`config.mk`:
```
export PLATFORM = sky130hd
export DESIGN_NAME = alu_multicycle_flat
export DESIGN_NICKNAME = d
export VERILOG_FILES = /design/src/rtl/alu_multicycle_if.sv /design/src/rtl/alu_multicycle.sv /design/src/flat_wrapper.sv
export SDC_FILE = /design/constraint.sdc
export NUM_CORES = 1
export LEC_CHECK = 0
export ABC_AREA = 1
export CAP_MARGIN = 20
export CORE_MARGIN = 8
export CORE_UTILIZATION = 38
export CTS_CLUSTER_SIZE = 12
export DETAILED_ROUTE_END_ITERATION = 16
export GPL_TIMING_DRIVEN = 0
export PLACE_DENSITY_LB_ADDON = 0.3
export SYNTH_ARGS = -nofsm -noshare
export SYNTH_HDL_FRONTEND = slang
export SYNTH_SLANG_ARGS = --single-unit
export TNS_END_PERCENT = 5
```
`constraint.sdc`:
```
create_clock -name clk -period 7.86 [get_ports clk]
set_clock_uncertainty 0.15 [all_clocks]
set_input_delay 2.358 -clock clk [delete_from_list [all_inputs] [get_ports clk]]
set_output_delay 2.358 -clock clk [all_outputs]
set_load 0.02 [all_outputs]
```
`src/rtl/alu_multicycle_if.sv`:
```
// Start/busy/done handshake bundle between the datapath controller and alu_multicycle.
interface alu_multicycle_if #(
    parameter int unsigned WIDTH = 32,
    parameter int unsigned SHW   = 5
);
    logic             start;
    logic [5:0]       funct;
    logic [WIDTH-1:0] src1;
    logic [WIDTH-1:0] src2;
    logic [SHW-1:0]   shamt;
    logic [WIDTH-1:0] result;
    logic             zero;
    logic             busy;
    logic             done;
    logic             illegal;

    modport master (
        output start, funct, src1, src2, shamt,
        input  result, zero, busy, done, illegal
    );

    modport slave (
        input  start, funct, src1, src2, shamt,
        output result, zero, busy, done, illegal
    );
endinterface

```
`src/rtl/alu_multicycle.sv`:
```
// Execution-stage ALU: single-cycle ADD/SUB/SLT, bit-serial SLL/SLLV,
// with a start/busy/done handshake so the controller can stall on shifts.
module alu_multicycle #(
    parameter int unsigned WIDTH = 32,
    parameter int unsigned SHW   = 5
) (
    input  logic              clk,
    input  logic              rst,
    alu_multicycle_if.slave   bus
);
    localparam logic [5:0] F_ADD  = 6'b001001;
    localparam logic [5:0] F_SUB  = 6'b001010;
    localparam logic [5:0] F_SLT  = 6'b101010;
    localparam logic [5:0] F_SLL  = 6'b100001;
    localparam logic [5:0] F_SLLV = 6'b110101;

    typedef enum logic [1:0] {
        S_IDLE  = 2'd0,
        S_SHIFT = 2'd1,
        S_DONE  = 2'd2
    } state_t;

    state_t           state;
    logic [WIDTH-1:0] acc;
    logic [SHW-1:0]   cnt;
    logic [WIDTH-1:0] result_q;
    logic             zero_q;
    logic             busy_q;
    logic             done_q;
    logic             illegal_q;

    logic [WIDTH-1:0] alu_res_c;
    logic [SHW-1:0]   amt_c;
    logic             shift_op_c;
    logic             illegal_op_c;

    // Decode the presented funct; only consulted on the accepting edge in IDLE.
    always_comb begin
        alu_res_c    = '0;
        amt_c        = '0;
        shift_op_c   = 1'b0;
        illegal_op_c = 1'b0;
        unique case (bus.funct)
            F_ADD:   alu_res_c = bus.src1 + bus.src2;
            F_SUB:   alu_res_c = bus.src1 - bus.src2;
            F_SLT:   alu_res_c = WIDTH'($signed(bus.src1) < $signed(bus.src2));
            F_SLL: begin
                shift_op_c = 1'b1;
                amt_c      = bus.shamt;
            end
            F_SLLV: begin
                shift_op_c = 1'b1;
                amt_c      = bus.src1[SHW-1:0];
            end
            default: illegal_op_c = 1'b1;
        endcase
    end

    // Control FSM and datapath; every output comes straight from a flop.
    always_ff @(posedge clk or posedge rst) begin
        if (rst) begin
            state     <= S_IDLE;
            acc       <= '0;
            cnt       <= '0;
            result_q  <= '0;
            zero_q    <= 1'b1;
            busy_q    <= 1'b0;
            done_q    <= 1'b0;
            illegal_q <= 1'b0;
        end else begin
            unique case (state)
                S_IDLE: begin
                    if (bus.start) begin
                        busy_q <= 1'b1;
                        if (shift_op_c) begin
                            acc <= bus.src2;
                            cnt <= amt_c;
                            if (amt_c != '0) begin
                                state <= S_SHIFT;
                            end else begin
                                result_q <= bus.src2;
                                zero_q   <= (bus.src2 == '0);
                                done_q   <= 1'b1;
                                state    <= S_DONE;
                            end
                        end else begin
                            result_q  <= alu_res_c;
                            zero_q    <= (alu_res_c == '0);
                            illegal_q <= illegal_op_c;
                            done_q    <= 1'b1;
                            state     <= S_DONE;
                        end
                    end
                end
                // One bit per edge; the edge that finds the counter at zero retires the result.
                S_SHIFT: begin
                    if (cnt == '0) begin
                        result_q <= acc;
                        zero_q   <= (acc == '0);
                        done_q   <= 1'b1;
                        state    <= S_DONE;
                    end else begin
                        acc <= {acc[WIDTH-2:0], 1'b0};
                        cnt <= cnt - SHW'(1);
                    end
                end
                S_DONE: begin
                    done_q    <= 1'b0;
                    illegal_q <= 1'b0;
                    busy_q    <= 1'b0;
                    state     <= S_IDLE;
                end
                default: begin
                    done_q    <= 1'b0;
                    illegal_q <= 1'b0;
                    busy_q    <= 1'b0;
                    state     <= S_IDLE;
                end
            endcase
        end
    end

    assign bus.result  = result_q;
    assign bus.zero    = zero_q;
    assign bus.busy    = busy_q;
    assign bus.done    = done_q;
    assign bus.illegal = illegal_q;
endmodule

```
`src/flat_wrapper.sv`:
```
// flat-port wrapper written by rule: the top's interface ports become plain ports
module alu_multicycle_flat 
#(
    parameter int unsigned WIDTH = 32,
    parameter int unsigned SHW   = 5
)
  (clk, rst, bus_start, bus_funct, bus_src1, bus_src2, bus_shamt, bus_result, bus_zero, bus_busy, bus_done, bus_illegal);
  alu_multicycle_if #(.WIDTH(WIDTH), .SHW(SHW)) bus_i ();
  input  logic clk;
  input  logic rst;
  input wire logic [$bits(bus_i.start)-1:0] bus_start;
  input wire logic [$bits(bus_i.funct)-1:0] bus_funct;
  input wire logic [$bits(bus_i.src1)-1:0] bus_src1;
  input wire logic [$bits(bus_i.src2)-1:0] bus_src2;
  input wire logic [$bits(bus_i.shamt)-1:0] bus_shamt;
  output wire logic [$bits(bus_i.result)-1:0] bus_result;
  output wire logic [$bits(bus_i.zero)-1:0] bus_zero;
  output wire logic [$bits(bus_i.busy)-1:0] bus_busy;
  output wire logic [$bits(bus_i.done)-1:0] bus_done;
  output wire logic [$bits(bus_i.illegal)-1:0] bus_illegal;
  assign bus_i.start = bus_start;
  assign bus_i.funct = bus_funct;
  assign bus_i.src1 = bus_src1;
  assign bus_i.src2 = bus_src2;
  assign bus_i.shamt = bus_shamt;
  assign bus_result = bus_i.result;
  assign bus_zero = bus_i.zero;
  assign bus_busy = bus_i.busy;
  assign bus_done = bus_i.done;
  assign bus_illegal = bus_i.illegal;
  alu_multicycle #(.WIDTH(WIDTH), .SHW(SHW)) u_core (.clk(clk), .rst(rst), .bus(bus_i));
endmodule
```
Yosys cells after proc, flatten, opt, wreduce, memory -nomap -nowiden

Index checks and enable logic that the tools add are counted.

Register bits: 75
Latch bits: 0
RAM bits: 0
Bits in read-only memories: 0
Bits of input ports: 78
Output and inout bits: 36
Word-level logic and storage cells: 77
Memories: 0

$add $sub $neg: 3
$mul: 0
Divide/modulo/power cells: 0
Order comparisons: 1
Eq/ne operators: 12
Shift operators: 0
Muxes and demuxes: 37
Bitwise gates (word level): 1
Reductions and logical operators: 15

Operator list:

| kind                  | number |
|---|---|
| $mux W32              | 7 |
| $pmux W32 S2          | 2 |
| $logic_not A32 Y1     | 3 |
| $pmux W32 S3          | 1 |
| $add A32 B32 Y32      | 1 |
| $lt A32 B32 Y1        | 1 |
| $sub A32 B32 Y32      | 1 |
| $pmux W5 S2           | 2 |
| $eq A6 B6 Y1 const B  | 3 |
| $mux W5               | 3 |
| $mux W1               | 13 |
| $eq A6 B4 Y1 const B  | 2 |
| $mux W2               | 4 |
| $pmux W1 S2           | 4 |
| $reduce_and A4 Y1     | 2 |
| $ne A2 B2 Y1 const B  | 3 |
| $reduce_and A3 Y1     | 2 |
| $logic_not A5 Y1      | 1 |
| $reduce_bool A5 Y1    | 1 |
| $reduce_or A5 Y1      | 1 |
| $sub A5 B1 Y5 const B | 1 |
| $ne A2 B1 Y1 const B  | 2 |
| $pmux W2 S2           | 1 |
| $reduce_and A2 Y1     | 2 |
| other kinds (6)       | 6 |

Logic depth before layout (Yosys ltp)

Gate-level depths: netlist of the first run.

Depth after elaboration: 7
Mapped depth: 23
Mapped depth without buffers: 23

Least setup slack after synthesis of the first run

Ideal clock, no wire load.

Path type: input to register
Start point: in bus_src1[0]
End point: reg u_core.zero_q, in the netlist u_core.bus.zero
Library setup time: 0.073 ns
Data arrival time: 4.232 ns
Data required time: 7.637 ns
Path slack: 3.404 ns
Cell stages on the path: 20
Path buffers: 0
Cell sequence: inv_1 ha_1 fa_1 o21ai_1 nand3_1 nand2_2 nand2_2 nand2_2 nand2_1 nand2_1 nand2_1 nand3_1 nand2_1 nor2_1 nand2_1 nor3_2 nand2_1 nand2_1 nand2_1 a21oi_1

Cells in the longest elaborated chain, start to end: 6
Elaborated cells between the ends (all ways): 12
Classes of those cells: 2 x add/sub; 1 x order compare; 1 x eq/ne; 5 x mux; 3 x reduce/logical

Ends and longest elaborated chain:

| element                                  | RTL line             | source |
|---|---|---|
| from (decl)                              | flat_wrapper.sv:13   | `input wire logic [$bits(bus_i.src1)-1:0] bus_src1;` |
| $sub A32 B32 Y32 (tied with other cells) | alu_multicycle.sv:45 | `F_SUB: alu_res_c = bus.src1 - bus.src2;` |
| $pmux W32 S3                             | alu_multicycle.sv:43 | `unique case (bus.funct)` |
| $logic_not A32 Y1                        | alu_multicycle.sv:88 | `zero_q <= (alu_res_c == '0);` |
| $mux W1                                  | alu_multicycle.sv:75 | `if (shift_op_c) begin` |
| $mux W1                                  | alu_multicycle.sv:73 | `if (bus.start) begin` |
| $pmux W1 S2                              | alu_multicycle.sv:71 | `unique case (state)` |
| to (signal assigned)                     | alu_multicycle.sv:82 | `zero_q <= (bus.src2 == '0);` |
| to (signal assigned)                     | alu_multicycle.sv:88 |  |
| to (signal assigned)                     | alu_multicycle.sv:99 | `zero_q <= (acc == '0);` |
| to (decl)                                | alu_multicycle.sv:27 | `logic zero_q;` |

Several ways; a longest one is shown, not always the timed one. The select of a mux whose other input is x is not followed.
A chain may end at the register's enable or synchronous reset.

Final worst setup path of the first run

Start point: in bus_src2[6]
End point: reg u_core.zero_q, in the netlist u_core.bus.zero

Cells in the longest elaborated chain, start to end: 6
Elaborated cells between the ends (all ways): 10
Classes of those cells: 2 x add/sub; 1 x order compare; 5 x mux; 2 x reduce/logical

Ends and longest elaborated chain:

| element                                  | RTL line             | source |
|---|---|---|
| from (decl)                              | flat_wrapper.sv:14   | `input wire logic [$bits(bus_i.src2)-1:0] bus_src2;` |
| $sub A32 B32 Y32 (tied with other cells) | alu_multicycle.sv:45 |  |
| $pmux W32 S3                             | alu_multicycle.sv:43 |  |
| $logic_not A32 Y1                        | alu_multicycle.sv:88 |  |
| $mux W1 (*)                              | alu_multicycle.sv:75 |  |
| $mux W1 (*)                              | alu_multicycle.sv:73 |  |
| $pmux W1 S2 (*)                          | alu_multicycle.sv:71 |  |

Mark *: on every way between the ends. The rest lies on a longest branch, timed or not. The select of a mux whose other input is x is not followed.

==> impl_metrics.toml, run 1 <==
[run_status]
status = "completed"

[placement]
dp.cells = 2043
dp.final_hpwl_um = 30790
gp_congestion = 0.9522
port_buffers = 113

[yosys]
yosysWarningCount = 0
yosys-top-cells-area = "nand2_1 (20%), dfrtp_1 (20%), inv_1 (10%)"
synth_area_leader_cell = "nand2_1"
synthMuxAreaShare_pct = 0
syn_inst = 1605
synth-simple-area-share_pct = 42.55
ys_seq_elements = 75
synth-seq-area-share_pct = 20.44
synth_area_um2 = 9189
synth.distinct_cells = 37
yosysTopAreaCellShare_pct = 20.38
syn_avg_cell_area_um2 = 5.725
synth_adder_area_share_pct = 9.286
synth-compound-area-share_pct = 13.30
synth-xor-area-share_pct = 0.3813
syn-num-nets = 1750
synth_top_family_by_area = "simple AND/OR/NAND/NOR gates"

[clock_tree]
h-tree-depth = 3
root_buffer = "clkbuf_16"
tritoncts = "yes"
hold_buffers = 0
ctsResizeCount = 0
clk_pin_slew_ps = 60
clk_path_buf_depth = 2
clock_latency_ps = 330
cts.sinks = 75
post_cts_buffers = 0
cts_buffers = 9

[setup_path]
path_class = "in -> reg"
cp.required_ps = 7980
crit_path_end_kind = "flop"
cp.arrival_ps = 5660
crit_path_start_kind = "input pin"
cp_max_fo = 7

[global_routing]
globalRouteOverflowTotal = 0
groute.usage.overall_pct = 24.20
grt_antenna_before_repair = 0
grt_pass1_vias = 9983
grt_pass1_wl_um = 54800
grt_max_degree = 43

[routing]
wl_met1_um = 15460
dr.pass1.iters = 6
wl_um = 35990
top_layer = "met4"
drc_errors = 0
drt_iter0_markers = 991
vias = 10750
vias_per_cell = 5.223
met3_length_um = 2851
ant_nets = 0
avgRoutedWirePerCell_um = 17.48
met2_length_um = 16750

[layout]
nets = 1875
regArea_um2 = 1878
syn2layout_area_growth_pct = 20.55
multiInputGateArea_um2 = 6021
fillers = 2556
n_antenna_cell = 0
fin_util_pct = 46.09
fin_cells = 2059
drive_above_1_share_pct = 5.879

[timing]
worst_slew_pin_slew_ps = 842.0
max_freq_ghz = 0.1805
setup_viol = 0
slew_viol_final = 0
worst_hold_slack_ps = 314.7
final.setup.tns_ps = 0
rsz0062_at_grt = "no"
relSlewSlack_pct = 43.66
fin_crit_sh_pct = 70.50
hold_viol_final = 0
fin_crit_ps = 5541

[die]
core_um2 = 24030
die_x_um = 171.5
pin_count = 114
initial_core_util_pct = 38.23
die_y_um = 171.5
dieArea_um2 = 29410
rows = 57

[power]
ir_worst_vdd_v = 0.0001445
p_leak_uw = 0.005877
p_per_area_nw_per_um2 = 164.5

[job]
drv_cap = 0

[min_path]
hold_class = "reg -> reg"
final timing paths:
path | startpoint | end | slack, ps | cells past startpoint
setup / recovery | bus_src2[6] | u_core.bus.zero | 2320 | 22
hold / removal | u_core.bus.result[1] | u_core.bus.result[1] | 310 | 2
setup reg to reg | u_core.state[1] | u_core.acc[16] | 5270 | 7
hold reg to reg | u_core.bus.result[1] | u_core.bus.result[1] | 310 | 2
max in group asynchronous | rst | u_core.bus.zero | 4700 | 3
min in group asynchronous | rst | u_core.bus.result[23] | 2240 | 2
critical path, cell delays in order:
cell and delay, ps:
clkdlybuf4s50_1 720, inv_1 140, ha_1 450, nor2_1 270
nand2_1 80, nand2_1 80, inv_1 50, nand2_1 80
nand2_1 90, nand2_1 140, nand2_1 70, nand3_1 80
nand2_1 120, inv_1 70, nand2_1 40, nor2_1 230
nand3_1 100, nor2_1 140, nand2_1 70, nand2_1 60
nand2_1 70, a21oi_1 140
state kept, by name, indices dropped and copies added (netlist names):
| register | cells |
|---|---|
| u_core.state | 2 |
| u_core.bus.busy | 1 |
| u_core.bus.result | 32 |
| u_core.cnt | 5 |
| u_core.bus.zero | 1 |
| u_core.bus.illegal | 1 |
| u_core.acc | 32 |
| u_core.bus.done | 1 |
cells in the final DEF, fill, tap and decap left out, drive strengths merged:
cell / netlist / final
nor3: 17 / 17
clkbuf: 15 / 27
nand4: 19 / 19
o221ai: 1 / 1
nor4b: 1 / 1
nor4: 12 / 12
and2: 3 / 3
a21o: 4 / 4
o22ai: 8 / 8
clkinvlp: 0 / 1
a31oi: 56 / 56
xor2: 4 / 4
bufinv: 0 / 2
o211ai: 1 / 1
o21bai: 17 / 17
clkinv: 0 / 1
nand2: 516 / 516
o31ai: 1 / 1
buf: 39 / 40
a21oi: 60 / 60
nor2: 226 / 226
fa: 2 / 2
dfrtp: 74 / 74
o21ai: 62 / 62
clkdlybuf4s50: 0 / 113
nand3b: 2 / 2
nand3: 140 / 140
inv: 259 / 259
ha: 65 / 65
dfstp: 1 / 1
per-stage QoR:
step                      power (uW)  instance area, um^2  worst slack (ps)
after floorplan                 1058                 9189              3405
after global placement          1352                10730              2092
after detailed placement        1363                10750              2059
after CTS                       1815                11080              2399
after global routing            1934                11080              2170
final                           1822                11080              2319
per-layer routing:
| layer | up-vias | track usage (%) |
|---|---|---|
| met4 | 0 | 7.713 |
| met3 | 60 | 2.249 |
| met5 | - | 0 |
| met1 | 4888 | 32.23 |
| met2 | 458 | 40.63 |
| li1 | 5348 | - |
Yosys cell counts, drive strengths merged:
cell type,n
o22ai,8
and2,3
fa,2
ha,65
o31ai,1
a21o,4
nand2,516
clkbuf,15
buf,39
nor4,12
dfstp,1
nand4,19
o21ai,62
dfrtp,74
a21oi,60
inv,259
o211ai,1
nor4b,1
a31oi,56
xor2,4
nand3,140
o221ai,1
nand3b,2
nor2,226
nor3,17
o21bai,17
kinds of logic (layout without fill, tap and decap cells):
| group | count (synthesis) | after routing |
|---|---|---|
| AOI/OAI and AO/OA | 210 | 210 |
| xor gates and xnor gates | 4 | 4 |
| buffers and inverters | 313 | 443 |
| and+or+nand+nor | 936 | 936 |
| DFF | 75 | 75 |
| adders and majority gates | 67 | 67 |
power breakdown:
part,switching [uW],internal [uW],total (uW)
Combinational,488,307,796
Sequential,76.5,497,573
Clock,158,295,453
Total,723,1100,1820
final cells by class:
class                      instances  area share, %
buffer                            54          2.869
clock buffer                      12          2.316
clock inverter                     4         0.6551
inverter                         259          8.799
multi-input combinational       1217          54.35
sequential                        75          16.95
tap                              324          3.660
timing repair buffer             114          10.39
Power figures use the tool's default switching activity.
==> run 2, diff against run 1 <==
Clock period 7.86 ns to 4.7 ns, I/O delays scaled along.
==> run 2 against run 1 <==
  * Via count hardly changed
  * Sequential share of layout area hardly changed
  * Design area hardly changed
  * Worst hold slack stayed put
  * Worst setup slack worse by 2100 ps
  * Flip-flop and latch count stayed put
==> impl_metrics.toml, run 2 (synthesis gave the netlist of run 1 again) <==
[run_status]
status = "completed"

[die]
dieArea_um2 = 29410
die_y_um = 171.5
die_x_um = 171.5
rows = 57
initial_core_util_pct = 38.23
pin_count = 114
core_um2 = 24030

[timing]
worst_hold_slack_ps = 314.7
hold_viol_final = 0
max_freq_ghz = 0.2227
fin_crit_ps = 4490
worst_slew_pin_slew_ps = 840.7
setup_ws_ps = 210.0
slew_viol_final = 0
final.setup.tns_ps = 0
setup_viol = 0
rsz0062_at_grt = "no"
fin_crit_sh_pct = 95.53
relSlewSlack_pct = 43.75

[placement]
dp.cells = 2043
dpl_worst_slack_ps = -153.2
gp_congestion = 0.9522
dp.final_hpwl_um = 30790
port_buffers = 113

[clock_tree]
clk_pin_slew_ps = 60
cts.sinks = 75
ctsResizeCount = 0
cts_buffers = 9
hold_buffers = 0
h-tree-depth = 3
post_cts_buffers = 0
clk_path_buf_depth = 2
tritoncts = "yes"
root_buffer = "clkbuf_16"
clock_latency_ps = 330

[setup_path]
cpMaxStageDelayCell = "clkdlybuf4s50_1"
cpMostUsedCell = "nand2_1"
startpoint = "bus_src2[3]"
r2r-start = "u_core.state[1]"
crit_path_end_kind = "flop"
critPathMaxStageDelay_ps = 660
cp.arrival_ps = 4610
cp_max_fo = 9
path_class = "in -> reg"
crit_path_start_kind = "input pin"
path_cells = "clkdlybuf4s50_1 -> inv_1 -> ha_1 -> buf_2 -> inv_1 -> nand2_1 -> nor2_1 -> nand3_1 -> nand2_2 -> nand2_1 -> nand3_1 -> nand2_1 -> nor2_1 -> nand2_1 -> nor2_1 -> nand2_1 -> nor2_1 -> nand3_1 -> nor2_1 -> nand2_1 -> nand2_1 -> nand2_1 -> a21oi_1"
cp.required_ps = 4820
path_delay_family = "simple AND/OR/NAND/NOR gates"
critical_path_buf_inv_count = 4

[min_path]
hold_class = "reg -> reg"
hold_start = "u_core.bus.result[1]"

[layout]
syn2layout_area_growth_pct = 20.66
final_common_cell = "nand2_1"
mostFrequentLayoutCells = "nand2_1 (499), inv_1 (250), nor2_1 (217)"
fin_util_pct = 46.13
fin_cells = 2059
drive_above_1_share_pct = 5.937
fillers = 2555
nets = 1875
n_antenna_cell = 0

[power]
p_leak_uw = 0.005904
p_per_area_nw_per_um2 = 274.9
ir_worst_vdd_v = 0.0002417

[global_routing]
grt_pass1_vias = 9983
grt_max_degree = 43
grt_pass1_wl_um = 54800
groute.usage.overall_pct = 24.20
globalRouteOverflowTotal = 0
grt_antenna_before_repair = 0

[routing]
dr.pass1.iters = 6
drt_iter0_markers = 991
wl_um = 36010
drc_errors = 0
vias_per_cell = 5.225
ant_nets = 0
avgRoutedWirePerCell_um = 17.49
vias = 10760

[job]
drv_cap = 0
run 2: cell count changes in the layout (fill, tap and decap cells not counted):
cell	delta
nor2_1	-1
nor2_2	+1
clkdlybuf4s50_1	-3
dlymetal6s2s_1	+3
run 2: area by class of cell:
class,instances,area [um^2],area share [%]
Buffer,54,317.8,2.866
Clock buffer,12,256.5,2.314
Clock inverter,4,72.57,0.6546
Inverter,259,974.7,8.791
Multi-Input combinational cell,1217,6023,54.33
Sequential cell,75,1878,16.94
Tap cell,324,405.4,3.656
Timing Repair Buffer,114,1159,10.45
run 2: worst min-delay path: cells and delay by family (launching register included):
family | cells | cell delay (ps)
and+or+nand+nor | 2 | 90
DFF | 1 | 340
run 2: per-layer routing:
layer,vias to the layer above,wire (um),GRT usage [%],part of all wire (%)
li1,5348,-,-,-
met1,4896,15530,32.23,43
met2,451,16730,40.63,46
met3,64,2798,2.249,7.8
met4,0,947,7.713,2.6
met5,-,0,0,0
run 2: where the power goes:
part           total, uW  switching [uW]  internal (uW)
registers            959             128            831
clock network        757             264            493
logic               1330             817            514
total               3050            1210           1840
run 2: worst paths after layout:
check                                              to  slack, ps  cells past startpoint
worst max-delay path                  u_core.bus.zero        210                     23
max in group asynchronous             u_core.bus.zero       2490                      3
worst min register to register   u_core.bus.result[1]        310                      2
min in group asynchronous       u_core.bus.result[23]       1290                      2
worst min-delay path             u_core.bus.result[1]        310                      2
worst max register to register         u_core.acc[16]       2110                      7
run 2: per-stage QoR:
stage | total power (uW) | instance area (um^2)
after floorplan | 1770 | 9189
after global placement | 2260 | 10730
after detailed placement | 2279 | 10750
after CTS | 3036 | 11080
after global routing | 3234 | 11090
final | 3048 | 11090
